### src/rtl/branch_predictor_bht.sv
`default_nettype none
// ============================================================================
// Module   : branch_predictor_bht
// Purpose  : PC-indexed saturating-counter direction predictor at IF, plus an
//            ID-stage BEQ/BNE resolver with forwarding, flush and training.
// Revision : 1.0 - initial release
// ============================================================================
module branch_predictor_bht #(
    parameter int         ENTRIES  = 64,
    parameter int         CTR_BITS = 2,
    parameter int         DATA_W   = 32,
    parameter int         PC_W     = 32,
    parameter logic [5:0] BEQ      = 6'h04,
    parameter logic [5:0] BNE      = 6'h05
) (
    input  logic              clock,
    input  logic              reset,
    input  logic              stall,
    input  logic [PC_W-1:0]   if_pc,
    input  logic [5:0]        if_op,
    output logic              pred_taken,
    input  logic              id_valid,
    input  logic [PC_W-1:0]   id_pc,
    input  logic [5:0]        id_op,
    input  logic [1:0]        fa,
    input  logic [1:0]        fb,
    input  logic [DATA_W-1:0] reg_out1,
    input  logic [DATA_W-1:0] reg_out2,
    input  logic [DATA_W-1:0] memwb_value,
    input  logic [DATA_W-1:0] exmem_aluout,
    output logic              takebranch,
    output logic              mispredict,
    output logic [31:0]       branch_count,
    output logic [31:0]       mispredict_count
);

    localparam int                  IDX_W      = $clog2(ENTRIES);
    localparam logic [CTR_BITS-1:0] c_ctr_init = CTR_BITS'((1 << (CTR_BITS - 1)) - 1);
    localparam logic [CTR_BITS-1:0] c_ctr_max  = {CTR_BITS{1'b1}};

    logic [CTR_BITS-1:0] r_ctr [ENTRIES];
    logic                r_id_pred;
    logic [31:0]         r_branch_count;
    logic [31:0]         r_mispredict_count;

    logic [IDX_W-1:0]    w_if_idx;
    logic [IDX_W-1:0]    w_id_idx;
    logic                w_if_br;
    logic                w_id_br;
    logic [DATA_W-1:0]   w_a;
    logic [DATA_W-1:0]   w_b;
    logic                w_train;
    logic [CTR_BITS-1:0] w_ctr_cur;
    logic [CTR_BITS-1:0] w_ctr_next;
    logic                w_unused_pc;

    function automatic logic [DATA_W-1:0] fwd_sel(
        input logic [1:0]        sel,
        input logic [DATA_W-1:0] rf,
        input logic [DATA_W-1:0] mw,
        input logic [DATA_W-1:0] ex
    );
        case (sel)
            2'b00:   return rf;
            2'b01:   return mw;
            default: return ex;
        endcase
    endfunction

    // Word-aligned PCs: drop the byte-offset bits, no tag is kept.
    assign w_if_idx    = if_pc[IDX_W+1:2];
    assign w_id_idx    = id_pc[IDX_W+1:2];
    assign w_unused_pc = ^{if_pc, id_pc};

    assign w_if_br    = (if_op == BEQ) || (if_op == BNE);
    assign w_id_br    = id_valid && ((id_op == BEQ) || (id_op == BNE));
    assign pred_taken = w_if_br && r_ctr[w_if_idx][CTR_BITS-1];

    assign w_a = fwd_sel(fa, reg_out1, memwb_value, exmem_aluout);
    assign w_b = fwd_sel(fb, reg_out2, memwb_value, exmem_aluout);

    assign takebranch = w_id_br && (((id_op == BEQ) && (w_a == w_b)) ||
                                    ((id_op == BNE) && (w_a != w_b)));
    assign mispredict = w_id_br && !stall && (takebranch != r_id_pred);
    assign w_train    = w_id_br && !stall;

    assign w_ctr_cur = r_ctr[w_id_idx];

    always_comb begin
        w_ctr_next = w_ctr_cur;
        if (takebranch) begin
            if (w_ctr_cur != c_ctr_max) w_ctr_next = w_ctr_cur + CTR_BITS'(1);
        end else begin
            if (w_ctr_cur != '0) w_ctr_next = w_ctr_cur - CTR_BITS'(1);
        end
    end

    // IF reads the pre-edge value on a same-index collision; no bypass.
    always_ff @(posedge clock) begin
        if (reset) begin
            for (int i = 0; i < ENTRIES; i++) r_ctr[i] <= c_ctr_init;
        end else if (w_train) begin
            r_ctr[w_id_idx] <= w_ctr_next;
        end
    end

    always_ff @(posedge clock) begin
        if (reset) begin
            r_id_pred          <= 1'b0;
            r_branch_count     <= '0;
            r_mispredict_count <= '0;
        end else if (!stall) begin
            r_id_pred <= mispredict ? 1'b0 : pred_taken;
            if (w_train) begin
                r_branch_count <= r_branch_count + 32'd1;
                if (mispredict) r_mispredict_count <= r_mispredict_count + 32'd1;
            end
        end
    end

    assign branch_count     = r_branch_count;
    assign mispredict_count = r_mispredict_count;

endmodule
`default_nettype wire

### config.mk
export PLATFORM = sky130hd
export DESIGN_NAME = branch_predictor_bht
export DESIGN_NICKNAME = d
export VERILOG_FILES = /design/src/rtl/branch_predictor_bht.sv
export SDC_FILE = /design/constraint.sdc
export NUM_CORES = 1
export LEC_CHECK = 0
export CAP_MARGIN = 25
export CORE_MARGIN = 4
export CORE_UTILIZATION = 47
export DETAILED_ROUTE_END_ITERATION = 16
export PLACE_DENSITY_LB_ADDON = 0.12
export SETUP_SLACK_MARGIN = 0.15
export SLEW_MARGIN = 30
export SYNTH_ARGS = -nofsm -noshare
export SYNTH_HDL_FRONTEND = slang
export SYNTH_SLANG_ARGS = --single-unit
### constraint.sdc
create_clock -name clock -period 2.75 [get_ports clock]
set_input_delay 0.4125 -clock clock [delete_from_list [all_inputs] [get_ports clock]]
set_output_delay 0.4125 -clock clock [all_outputs]
set_load 0.05 [all_outputs]
==> results.toml <==
[grt]
antenna_found_initial = 3
grt_max_degree = 148
gr-total-overflow = 0
grt_pass1_vias = 12585
grt_usage = 0.2954
grt_pass1_wl_um = 67920

[hold_path]
min_delay_path_depth = 2
min_delay_worst_endpoint = "r_ctr[18][1]$_SDFFCE_PN0P_"
hp-class = "in -> reg"
hold_path.startpoint = "reset"

[critical_path]
required_ns = 2.34
arrival_ns = 2.66
r2r_end = "r_ctr[42][0]$_SDFFCE_PN1P_"
crit_type = "in -> out"
reg2regPathDepth = 13
r2r_setup_slack_ns = -0.11
crit_path_start_kind = "input pin"
crit_start = "reg_out2[31]"
crit_fanout = 3
end_kind = "primary output"
rr_startpoint = "r_ctr[34][0]$_SDFFCE_PN1P_"

[logic_synthesis]
syn_avg_cell_area_sq_um = 9.094
synth.ff_latch_count = 193
synthCells = 1374
synthArstFlopShare = 0
synthFlopType = "edfxtp_1"
synth_edf_count = 128
yosys_warnings = 0
yosysUniqueCellTypes = 81
mappedNetlistNets = 1588
synth.cell_area_sq_mm = 0.01250
seq_area_frac_synth = 0.4117

[place]
io_buffers = 225
dp_cells = 1983
hpwlAfterDp_um = 29080
place_ws_ns = -0.8652
gpl.final_weighted_congestion = 0.9605

[layout]
nets = 1976
fin_cells = 2113
areaGrowthSynthToFinish_pct = 57.73
drive_gt1_frac = 0.3752
layout_commonest_cell = "clkdlybuf4s50_1"
final_cell_mix = "clkdlybuf4s50_1 (150), buf_4 (139), nand2_1 (136)"
fillCellCount = 1762

[outcome]
violations = "negative setup slack"
status = "finished with violations"

[clocking]
cts-root-buf = "clkbuf_16"
clk_pin_slew_ns = 0.09
cts_buffer_depth = 2
cts_buffers = 17
insertion_delay_ns = 0.45
cts_tree = "built"
cts_sinks = 193
htree_levels = 4

[sta]
worst_slack_ns = -0.3194
worst_pin_slew_ns = 0.6472
max-slew-margin-rel = 0.5685
setup_viol = 154
min_period_ns = 3.069
clock_skew_ns = 0.01464
grt_setup_unrepaired = "yes"
fin_crit_sh = 1.116
hold_viol = 0
drv_slew = 0
fmax_ghz = 0.3258
fin_worst_hold_slack_ns = 0.4765

[detailed_routing]
dr.first_iter.drc_count = 1396
wl_um = 48500
routedWlPerCell_um = 22.96
drc = 0
ant_nets = 0
dr.pass1.iters = 7
via_count = 13048
vias_per_cell = 6.175

[floorplanning]
dieWidth_um = 171.1
start_util = 0.4782
row_count = 59
io_pins = 279
core_sq_mm = 0.02613
die_h_um = 171.1
die-area_sq_mm = 0.02926

[run]
maxCapViolCount = 0

[power_and_ir_drop]
ir_drop_v = 0.0004255
power_uw = 7602
powerDensity_mw_per_mm2 = 385.7
power.leakage_uw = 0.007093
[cell usage after synthesis, drive strengths merged (4+ instances only)]
library cell,number,share of area
o21ai,73,0.029
clkbuf,47,0.014
a2111oi,4,0.0029
or3,12,0.0060
nor2,138,0.041
xnor2,39,0.027
buf,62,0.029
mux2,32,0.030
edfxtp,128,0.31
dfxtp,65,0.10
and4,5,0.0035
a211oi,4,0.0024
a221oi,5,0.0035
a21boi,9,0.0054
and4b,5,0.0040
nor4b,4,0.0033
xor2,16,0.011
nand2,176,0.053
inv,14,0.0042
or2,64,0.032
o221ai,4,0.0047
nand3,95,0.038
a21oi,99,0.041
a22oi,23,0.014
mux4,20,0.036
mux2i,74,0.059
o22ai,4,0.0025
nor4,7,0.0057
nand3b,9,0.0054
a31oi,6,0.0030
nand4,19,0.0095
nor2b,31,0.016
and3,12,0.0060
nand2b,5,0.0025
nor3,12,0.0052
and3b,4,0.0028
nor3b,5,0.0038
[worst max-delay path by stage]
stage | endpoint | slack [ns] | cells after the start
floorplan | takebranch | -0.27 | 12
global placement | r_ctr[25][0]$_SDFFCE_PN1P_ | -0.78 | 11
detailed placement | r_ctr[24][0]$_SDFFCE_PN1P_ | -0.87 | 11
CTS | takebranch | -0.29 | 14
global route | takebranch | -0.43 | 11
finish | takebranch | -0.32 | 11
[stage by stage]
stage                 util  setup TNS (ns)  area [sq um]
finish              0.7542          -24.55         19710
global route        0.7542          -36.63         19710
CTS                 0.6908          -3.431         18050
detailed placement  0.6200         -124.99         16200
global placement    0.6200         -111.17         16200
floorplan                -         -0.4627         12710
[cell families (layout without fill, tap and decap cells)]
family	after synthesis	count (layout)	synth area share
AND/OR/NAND/NOR	614	615	0.2454
AO/OA/AOI/OAI	261	261	0.1295
flip-flops	193	193	0.4117
multiplexers	126	126	0.1257
buffers and inverters	123	523	0.04716
XOR/XNOR	55	55	0.03855
adder cells (fa/ha/maj)	2	2	0.002002
other	0	3	0
[metal layers]
metal,track usage,part of all wire,up-vias
met5,0,0,-
met4,0.1202,0.056,0
met3,0.07070,0.11,224
met2,0.4955,0.48,834
met1,0.3676,0.36,6212
li1,-,-,5778
[cell type report]
cell class / instances / area, sq um / area share
Antenna cell: 3 / 7.507 / 0.0003809
Multi-Input combinational cell: 1059 / 8153 / 0.4137
Clock buffer: 17 / 425.4 / 0.02158
Tap cell: 335 / 419.2 / 0.02127
Clock inverter: 15 / 181.4 / 0.009205
Inverter: 14 / 56.30 / 0.002857
Sequential cell: 193 / 5145 / 0.2610
Timing Repair Buffer: 477 / 5321 / 0.2700
[report_power, final]
group / switching [uW] / internal (uW)
Clock: 1340 / 1250
Combinational: 942 / 925
Sequential: 31.6 / 3110
Total: 2320 / 5280
[state kept, by name, summed over array words and instances, names as in the netlist]
name	cells
r_ctr	128
mispredict_count	32
r_id_pred	1
branch_count	32
[timing repair]
item                       in CTS  in global routing
hold buffers                    0                  0
pin swaps                      86                 53
gates resized for setup       205                280
setup endpoints to repair     162                201
buffers inserted               41                 16
cloned                         19                 19
[worst max-delay path: stages]
cell	delay [ns]
clkdlybuf4s50_1	0.45
mux2i_1	0.07
o21ai_1	0.18
xnor2_1	0.17
nand4_1	0.14
buf_6	0.16
or4_4	0.54
nor3_4	0.19
o21ai_4	0.10
clkinvlp_4	0.08
buf_8	0.14
(Power assumes the default switching activity.)
